==> config.mk <==
export PLATFORM = sky130hd
export DESIGN_NAME = decoder_scan_ctrl
export DESIGN_NICKNAME = d
export VERILOG_FILES = /design/src/rtl/decoder_scan_ctrl.sv
export SDC_FILE = /design/constraint.sdc
export NUM_CORES = 1
export LEC_CHECK = 0
export ABC_AREA = 1
export BUFFER_PORTS_ARGS = -buffer_cell sky130_fd_sc_hd__buf_2
export CAP_MARGIN = 40
export CORE_MARGIN = 5
export CORE_UTILIZATION = 40
export CTS_CLUSTER_DIAMETER = 120
export CTS_CLUSTER_SIZE = 8
export DETAILED_ROUTE_END_ITERATION = 8
export GPL_TIMING_DRIVEN = 0
export HOLD_SLACK_MARGIN = 0.02
export PLACE_DENSITY = 0.68
export SLEW_MARGIN = 5
export SYNTH_ARGS = -nofsm -noshare
export SYNTH_HDL_FRONTEND = slang
export SYNTH_SLANG_ARGS = --single-unit
==> constraint.sdc <==
create_clock -name clk -period 4.1 [get_ports clk]
set_input_delay 0.82 -clock clk [delete_from_list [all_inputs] [get_ports clk]]
set_output_delay 0.82 -clock clk [all_outputs]
set_load 0.005 [all_outputs]
==> src/rtl/decoder_scan_ctrl.sv <==
// ----------------------------------------------------------------------------
// decoder_scan_ctrl
// Round-robin sequencer for a 3-to-8 decoder. It steps through the channels
// enabled in ch_mask. Each channel's line is held for a programmable dwell,
// and an optional blanking gap with the decoder disabled follows each channel.
//
// Parameters
//   DW    : width of the dwell input and the dwell counter
//   BLANK : decoder-disabled cycles between channels (0 = back to back)
//
// Ports
//   clk        in   rising-edge clock
//   rst_n      in   asynchronous active-low reset
//   start      in   request to begin scanning (ignored while busy)
//   stop       in   abort scanning; has priority over start
//   mode       in   0 = continuous, 1 = single sweep (sampled at advance)
//   ch_mask    in   per-channel enable (sampled at start and at advance)
//   dwell      in   active cycles per channel, 0 treated as 1
//   sel        out  decoder select
//   sel_en     out  decoder enable
//   busy       out  scanning in progress
//   ch_strobe  out  pulse on the first active cycle of each channel
//   sweep_done out  pulse when the scan wraps past the highest channel
// ----------------------------------------------------------------------------
module decoder_scan_ctrl #(
    parameter int DW    = 8,
    parameter int BLANK = 2
) (
    input  logic          clk,
    input  logic          rst_n,
    input  logic          start,
    input  logic          stop,
    input  logic          mode,
    input  logic [7:0]    ch_mask,
    input  logic [DW-1:0] dwell,
    output logic [2:0]    sel,
    output logic          sel_en,
    output logic          busy,
    output logic          ch_strobe,
    output logic          sweep_done
);

    // One counter serves both the dwell phase and the blanking phase.
    localparam int BW = (BLANK > 1) ? $clog2(BLANK) : 1;
    localparam int CW = (DW > BW) ? DW : BW;
    localparam logic [CW-1:0] BLANK_LOAD = CW'((BLANK > 0) ? (BLANK - 1) : 0);

    typedef enum logic [1:0] {
        ST_IDLE,
        ST_ACTIVE,
        ST_BLANK
    } state_e;

    state_e        state_q, state_d;
    logic [CW-1:0] cnt_q, cnt_d;
    logic [2:0]    sel_q, sel_d;
    logic          sel_en_q, sel_en_d;
    logic          busy_q, busy_d;
    logic          strobe_q, strobe_d;
    logic          done_q, done_d;

    logic [2:0]    lo_ch;
    logic [2:0]    nx_ch;
    logic [2:0]    idx;
    logic          wrap;
    logic          adv;
    logic [CW-1:0] dwell_load;

    // Counter holds remaining cycles minus one, so a zero dwell loads 0
    // and behaves like a dwell of 1.
    assign dwell_load = (dwell == '0) ? '0 : CW'(dwell - DW'(1));

    // Channel search. Both loops run from the far end toward the near end, so
    // the last match is the nearest channel. k = 8 folds back to sel_q itself,
    // which covers a mask with a single enabled channel.
    always_comb begin
        lo_ch = '0;
        for (int unsigned i = 0; i < 8; i++) begin
            if (ch_mask[7 - i]) lo_ch = 3'(7 - i);
        end
        nx_ch = sel_q;
        idx   = '0;
        for (int unsigned k = 8; k >= 1; k--) begin
            idx = sel_q + 3'(k);
            if (ch_mask[idx]) nx_ch = idx;
        end
        wrap = (nx_ch <= sel_q);
    end

    always_comb begin
        state_d  = state_q;
        cnt_d    = cnt_q;
        sel_d    = sel_q;
        sel_en_d = sel_en_q;
        busy_d   = busy_q;
        strobe_d = 1'b0;
        done_d   = 1'b0;
        adv      = 1'b0;

        unique case (state_q)
            ST_IDLE: begin
                if (start && !stop && (ch_mask != '0)) begin
                    state_d  = ST_ACTIVE;
                    sel_d    = lo_ch;
                    sel_en_d = 1'b1;
                    busy_d   = 1'b1;
                    strobe_d = 1'b1;
                    cnt_d    = dwell_load;
                end
            end
            ST_ACTIVE: begin
                if (cnt_q == '0) begin
                    if (BLANK > 0) begin
                        state_d  = ST_BLANK;
                        sel_en_d = 1'b0;
                        cnt_d    = BLANK_LOAD;
                    end else begin
                        adv = 1'b1;
                    end
                end else begin
                    cnt_d = cnt_q - CW'(1);
                end
            end
            ST_BLANK: begin
                if (cnt_q == '0) adv = 1'b1;
                else             cnt_d = cnt_q - CW'(1);
            end
            default: state_d = ST_IDLE;
        endcase

        if (adv) begin
            if (ch_mask == '0) begin
                state_d  = ST_IDLE;
                sel_en_d = 1'b0;
                busy_d   = 1'b0;
            end else begin
                done_d = wrap;
                if (wrap && mode) begin
                    state_d  = ST_IDLE;
                    sel_en_d = 1'b0;
                    busy_d   = 1'b0;
                end else begin
                    state_d  = ST_ACTIVE;
                    sel_d    = nx_ch;
                    sel_en_d = 1'b1;
                    strobe_d = 1'b1;
                    cnt_d    = dwell_load;
                end
            end
        end

        // Stop overrides whatever the phase logic above decided; sel is held.
        if (stop && (state_q != ST_IDLE)) begin
            state_d  = ST_IDLE;
            sel_d    = sel_q;
            sel_en_d = 1'b0;
            busy_d   = 1'b0;
            strobe_d = 1'b0;
            done_d   = 1'b0;
            cnt_d    = '0;
        end
    end

    always_ff @(posedge clk or negedge rst_n) begin
        if (!rst_n) begin
            state_q  <= ST_IDLE;
            cnt_q    <= '0;
            sel_q    <= '0;
            sel_en_q <= 1'b0;
            busy_q   <= 1'b0;
            strobe_q <= 1'b0;
            done_q   <= 1'b0;
        end else begin
            state_q  <= state_d;
            cnt_q    <= cnt_d;
            sel_q    <= sel_d;
            sel_en_q <= sel_en_d;
            busy_q   <= busy_d;
            strobe_q <= strobe_d;
            done_q   <= done_d;
        end
    end

    assign sel        = sel_q;
    assign sel_en     = sel_en_q;
    assign busy       = busy_q;
    assign ch_strobe  = strobe_q;
    assign sweep_done = done_q;

endmodule

* Word level (Yosys, flattened, before mapping) *
Index checks and enable logic that the tools add are counted.

word-level totals
  input port bits = 21
  register bits after elaboration = 17
  output and inout bits = 7
  logic and storage cells = 117

operators by class
  equality and inequality tests = 5
  order comparisons = 8
  add/sub/neg operators = 9
  reductions and logical operators = 14
  mux-type cells = 74

operator list
  kind                 number
  $mux 8               8
  $mux 3               20
  $mux 1               32
  $lt 3x4->1 const B   7
  $logic_not 8->1      3
  $pmux 8 s3           1
  $bmux 1 s3           7
  $sub 8x1->8 const B  2
  $add 3x3->3 const B  4
  $mux 2               4
  $ne 4x4->1 const B   2
  $reduce_bool 8->1    1
  $add 3x2->3 const B  2
  $pmux 2 s3           1
  $reduce_and 3->1     2
  $logic_and 1x1->1    4
  $reduce_bool 4->1    1
  $add 3x1->3 const B  1
  $le 3x3->1           1
  $ne 3x3->1 const B   1
  $eq 2x1->1 const B   1
  $eq 2x2->1 const B   1
  $logic_not 2->1      1
  $pmux 1 s2           1
  2 further kinds      2

* Longest topological paths before layout *
Gate-level depths: netlist of run 1.

  depth after elaboration = 16
  mapped depth = 28
  mapped depth without buffers = 27

* Least setup slack after synthesis of run 1 *
No wires, ideal clock.

  kind = register to register
  start = register sel_q[0] (netlist: sel[0])
  end = register cnt_q[4]
  path slack = 0.994 ns
  path buffers = 0
  required time = 4.023 ns
  stages on the path, launching flop included = 27
  arrival time = 3.028 ns
  cell sequence = dfrtp_1 > inv_2 > ha_1 > inv_2 > nand3_2 > nand2_2 > clkinv_1 > nand2_1 > nand2_2 > a21oi_1 > nand2_1 > nand2_1 > nand2_1 > nand2_1 > nand2_1 > nand2_2 > inv_1 > ha_1 > nand3b_1 > a32oi_1 > nand2b_1 > nand3_4 > nand2_4 > inv_2 > nor2_4 > nand3_1 > a21oi_1

between the ends
  longest elaborated chain between the ends = 16
  elaborated cells on any way between the ends = 34
  classes of those cells = 7 x add/sub; 1 x order compare; 25 x mux; 1 x reduce/logical

RTL lines
  what                          RTL line  text
  start, declared               56        logic [2:0] sel_q, sel_d;
  start signal, assigned        176       sel_q <= sel_d;
  $add 3x3->3                   84        idx = sel_q + 3'(k);
  $bmux 1 s3                    85        if (ch_mask[idx]) nx_ch = idx;
  $mux 1 (implied by the code)  85
  $mux 3 (7 in series)          85
  $le 3x3->1 (*)                87        wrap = (nx_ch <= sel_q);
  $logic_and 1x1->1 (*)         138       if (wrap && mode) begin
  $mux 8 (*)                    138
  $mux 8 (*)                    132       if (ch_mask == '0) begin
  $mux 8 (*)                    131       if (adv) begin
  $mux 8 (*)                    153       if (stop && (state_q != ST_IDLE)) begin
  named net cnt_d[4]            55        logic [CW-1:0] cnt_q, cnt_d;
  end signal, assigned          175       cnt_q <= cnt_d;
  end, declared                 55

The timed path passes the listed nets; every way through them passes the cells marked *. The select of a mux whose other input is x is not followed.
A chain may end at the register's enable or synchronous reset.

* Final worst setup path of run 1 *
Same ends and word-level chain as after synthesis.

==> results of run 1 <==
==> placed cells by master, fill, tap and decap left out, types with 10 or more instances in the layout <==
| cell | count |
|---|---|
| nand3_1 | 34 |
| nand2_1 | 82 |
| o21ai_0 | 12 |
| inv_1 | 44 |
| nand2_2 | 16 |
| a21oi_1 | 23 |
| buf_2 | 28 |
| inv_2 | 11 |
| nor2_1 | 14 |
| ha_1 | 10 |
| dfrtp_1 | 17 |
==> layout make-up <==
| class | instances | area, sq um | share of cell area |
|---|---|---|---|
| multi-input combinational | 247 | 1460 | 0.604 |
| sequential | 17 | 425 | 0.176 |
| timing repair buffer | 27 | 135 | 0.0558 |
| clock buffer | 4 | 45.0 | 0.0186 |
| tap | 70 | 87.6 | 0.0362 |
| inverter | 59 | 226 | 0.0935 |
| buffer | 4 | 38.8 | 0.0160 |
==> through the flow <==
step	instance area (sq um)	cells	worst slack, ns
after global placement	2380	424	0.536
after floorplan	2150	327	0.994
final	2420	428	0.532
after global routing	2420	428	0.153
after detailed placement	2380	424	0.524
after CTS	2420	428	0.503
==> path summary, 6_finish.rpt <==
path,from,endpoint,slack [ns],cells after the start
min in group clk,busy$_DFF_PN0_,busy$_DFF_PN0_,0.52,2
setup reg to reg,sel[0]$_DFFE_PN0N_,cnt_q[4]$_DFF_PN0_,0.53,26
hold / removal,rst_n,cnt_q[0]$_DFF_PN0_,0.47,1
hold reg to reg,busy$_DFF_PN0_,busy$_DFF_PN0_,0.52,2
max in group asynchronous,rst_n,sel[1]$_DFFE_PN0N_,3.35,1
setup / recovery,sel[0]$_DFFE_PN0N_,cnt_q[4]$_DFF_PN0_,0.53,26
==> report_power, final <==
part	internal, mW	switching, mW	leakage, nW	total [mW]
registers	0.232	0.0663	0.217	0.299
clock network	0.0691	0.0594	0.0228	0.128
logic	0.566	0.903	1.06	1.47
total	0.867	1.03	1.30	1.90
==> flip-flops by register name, indices dropped and copies added, names as in the netlist <==
register / cells
state_q: 2
sel: 3
ch_strobe: 1
sweep_done: 1
sel_en: 1
busy: 1
cnt_q: 8
==> routing by layer <==
metal | wire length [um] | global-route usage
met5 | 0 | 0
met4 | 97 | 0.0698
met3 | 180 | 0.0168
met2 | 2360 | 0.271
met1 | 2320 | 0.180
==> worst max-delay path, stage by stage, from the launching register on <==
cell and delay (ns):
dfrtp_1 0.46, inv_2 0.15, ha_1 0.44, inv_2 0.17, nand3_2 0.10, nand2_2 0.08
clkinv_1 0.08, nand2_1 0.07, nand2_2 0.06, a21oi_1 0.11, nand2_1 0.06, nand2_1 0.06
nand2_1 0.05, nand2_1 0.05, nand2_1 0.06, nand2_2 0.06, inv_1 0.04, ha_1 0.28
nand3b_1 0.07, a32oi_1 0.20, nand2b_1 0.20, nand3_4 0.15, nand2_4 0.11, inv_2 0.05
nor2_4 0.12, nand3_1 0.09, a21oi_1 0.12
==> kinds of logic after synthesis <==
kind of cell	Yosys count	share of synthesized area
AND/OR/NAND/NOR	181	0.454
buffers and inverters	63	0.123
AO/OA/AOI/OAI	49	0.130
flip-flops	17	0.198
adder cells (fa/ha/maj)	10	0.0581
XOR/XNOR	7	0.0372
==> impl_metrics.toml, run 1 <==
[placement]
io_buffer_count = 27
gp_congestion = 0.895
place_hpwl_um = 4100

[logic_synthesis]
post-synth-top-area-fraction = 0.198
syn_area_per_cell_sq_um = 6.59
synth_seq_cells = 17
synth-edff-count = 0
netlist_instances = 327
synth_largest_area_cell = "dfrtp_1"
synth_most_common_cell = "nand2_1"
ys_warn_count = 0
netlist_area_sq_um = 2150
synthTopCellsByCount = "nand2_1, inv_1, nand3_1, a21oi_1, dfrtp_1"
synth_area_leaders = "dfrtp_1, nand2_1, nand3_1, inv_1, ha_1"
async_flop_share = 1.00
ys_types = 41
ys_seq_area_frac = 0.198
synth_top_flop_cell = "dfrtp_1"
syn_nets = 358

[power_and_ir_drop]
p_per_area_nw_per_um2 = 783
p_leak_nw = 1.30
ir_worst_vdd_mv = 0.267
totalPowerFinal_mw = 1.90

[finish]
nets = 390
syn_to_final_growth_pct = 12.4
drive_gt1_frac = 0.254
fillCellCount = 554
antenna_cells = 0
final_core_util = 0.468

[cts]
path_clk_slew_ns = 0.07
clk_path_buf_depth = 2
hold_buffers = 0
clk_latency_ns = 0.26
h-tree-depth = 1
clockRootBuffer = "clkbuf_8"
ctsResizeCount = 0
clock_sinks = 17
cts_tree = "yes"
cts_made_buffers = 3
postCtsSetupRepairBufs = 0

[sta]
period_share = 0.870
rsz0062_at_grt = "no"
setup_violations = 0
period_needed_ns = 3.57
whs_ns = 0.469
tightestPinTransition_ns = 0.399
final_max_slew_viol_count = 0
max_clock_freq_mhz = 280
setup_tns_ns = 0
finalHoldViolCount = 0
fin_skew_ns = 0.00712
relSlewSlack = 0.734

[route]
drtIter0Drc = 53
firstDrtPassIters = 4
vias_per_cell = 4.96
num_vias = 2122
routed_wl_um = 4960
wl_per_cell_um = 11.6
drc = 0
postRouteAntennaNets = 0

[global_route]
grt_usage = 0.152
grt_pass1_wl_um = 8980
grt_pass1_vias = 2140
grt_max_degree = 18
antenna_found_initial = 0
grt-ovfl-total = 0

[worst_setup_path]
arrival_ns = 3.75
crit_path_start_kind = "flop"
worst-setup-path-type = "reg2reg"
cp.required_ns = 4.28
critPathMaxFanout = 10
endpoint_kind = "flop"

[die]
start_util = 0.416
core_area_sq_um = 5170
fp-row-count = 26
die_h_um = 83.4
dieArea_sq_um = 6950
ios = 28
die_w_um = 83.4

[run_status]
outcome = "complete, no violations"

[job]
maxCapViolations = 0

[min_path]
hp-class = "in2async"
Note: power is estimated with default switching activity, not from simulation.
==> inputs of run 2 (changes only) <==
--- a/config.mk
+++ b/config.mk
@@ -6,7 +6,7 @@
 export NUM_CORES = 1
 export LEC_CHECK = 0
 export ABC_AREA = 1
-export BUFFER_PORTS_ARGS = -buffer_cell sky130_fd_sc_hd__buf_2
+export BUFFER_PORTS_ARGS = -buffer_cell sky130_fd_sc_hd__clkbuf_2
 export CAP_MARGIN = 40
 export CORE_MARGIN = 5
 export CORE_UTILIZATION = 40
==> run 2 against run 1 <==
Net effect: utilization is essentially flat; power up 0.66%; routed wire length increased by 1.5%; fmax down 1.0%; largest power group unchanged.
==> impl_metrics.toml, run 2 (same netlist as run 1, synthesis figures left out) <==
[finish]
largest_reg_flops = 8
multi_input_area_sq_um = 1460
register_area_sq_um = 425
antenna_cells = 0
fillCellCount = 537
top_register = "cnt_q"
final_cell_mix = "nand2_1, inv_1, nand3_1"
drive_gt1_frac = 0.257
nets = 390
syn_to_final_growth_pct = 12.5
final_common_cell = "nand2_1"

[route]
drtIter0Drc = 71
drc = 0
num_vias = 2160
postRouteAntennaNets = 0
vias_per_cell = 5.05
firstDrtPassIters = 4
routed_wl_um = 5030
wl_per_cell_um = 11.8

[cts]
clockRootBuffer = "clkbuf_8"
clock_sinks = 17
cts_tree = "yes"
path_clk_slew_ns = 0.07
postCtsSetupRepairBufs = 0
hold_buffers = 0
cts_made_buffers = 3
clk_latency_ns = 0.26
clk_path_buf_depth = 2
h-tree-depth = 1
ctsResizeCount = 0

[die]
core_area_sq_um = 5170
dieArea_sq_um = 6950
start_util = 0.416
fp-row-count = 26
die_w_um = 83.4
die_h_um = 83.4
ios = 28

[worst_setup_path]
cpMaxStageDelayCell = "dfrtp_1"
path_depth = 26
cp_num_buf_inv = 5
worstReg2RegStart = "sel[0]$_DFFE_PN0N_"
crit_path_start_kind = "flop"
crit_start = "sel[0]$_DFFE_PN0N_"
worstRegToRegCells = 26
crit_top_cell = "nand2_1"
crit_family = "simple AND/OR/NAND/NOR gates"
endpoint_kind = "flop"
arrival_ns = 3.80
critPathMaxFanout = 10
cpPeakStageDelay_ns = 0.46
cp.required_ns = 4.29
worst-setup-path-type = "reg2reg"

[sta]
rsz0062_at_grt = "no"
whs_ns = 0.492
max_clock_freq_mhz = 277
relSlewSlack = 0.702
final_max_slew_viol_count = 0
setup_tns_ns = 0
finalHoldViolCount = 0
setup_violations = 0
period_share = 0.879
tightestPinTransition_ns = 0.448
period_needed_ns = 3.61
fin_skew_ns = 0.00384

[min_path]
hp-class = "in2async"

[global_route]
grt-ovfl-total = 0
grt_pass1_vias = 2104
antenna_found_initial = 0
grt_max_degree = 18
grt_usage = 0.150
grt_pass1_wl_um = 8850

[placement]
gp_congestion = 0.894
io_buffer_count = 27
place_hpwl_um = 4140

[job]
maxCapViolations = 0

[power_and_ir_drop]
p_per_area_nw_per_um2 = 788
p_leak_nw = 1.31
ir_worst_vdd_mv = 0.249

[run_status]
outcome = "complete, no violations"
[run 2: changes by cell type in the layout (fill, tap and decap cells not counted)]
| cell | before | now |
|---|---|---|
| buf_2 | 28 | 1 |
| clkinv_2 | 0 | 1 |
| clkbuf_1 | 1 | 0 |
| clkbuf_2 | 0 | 27 |
[run 2: path summary, 6_finish.rpt]
kind	endpoint	slack, ns
max	cnt_q[4]$_DFF_PN0_	0.49
min reg2reg	busy$_DFF_PN0_	0.52
min in group clk	busy$_DFF_PN0_	0.52
max reg2reg	cnt_q[4]$_DFF_PN0_	0.49
min	busy$_DFF_PN0_	0.49
max in group asynchronous	cnt_q[7]$_DFF_PN0_	3.30
[run 2: cell type report]
cell class | instances | share of cell area
multi-input cells | 247 | 0.604
flip-flops and latches | 17 | 0.176
inverters | 59 | 0.0935
repair buffers | 27 | 0.0558
well taps | 70 | 0.0362
clock buffers | 3 | 0.0170
plain buffers | 4 | 0.0160
clock inverters | 1 | 0.00207
[run 2: stage by stage]
| stage | worst slack, ns | total power [mW] | instances | cell area [sq um] | utilization |
|---|---|---|---|---|---|
| finish | 0.495 | 1.91 | 428 | 2420 | 0.468 |
| CTS | 0.445 | 1.93 | 428 | 2420 | 0.468 |
| floorplan | 0.994 | 1.49 | 327 | 2150 | - |
| detailed placement | 0.458 | 1.79 | 424 | 2380 | 0.459 |
| global route | 0.106 | 2.15 | 428 | 2420 | 0.468 |
| global placement | 0.529 | 1.75 | 424 | 2380 | 0.459 |
[run 2: per-layer routing]
layer	GRT usage	up-vias	part of all wire
li1	-	1121	-
met1	0.176	978	0.44
met2	0.266	48	0.49
met3	0.0198	13	0.045
met4	0.0758	0	0.027
met5	0	-	0
[run 2: report_power, final]
| group | leakage (nW) | switching (mW) | total [mW] | internal [mW] |
|---|---|---|---|---|
| clock network | 0.0255 | 0.0638 | 0.131 | 0.0677 |
| logic | 1.06 | 0.912 | 1.48 | 0.567 |
| registers | 0.217 | 0.0665 | 0.299 | 0.232 |
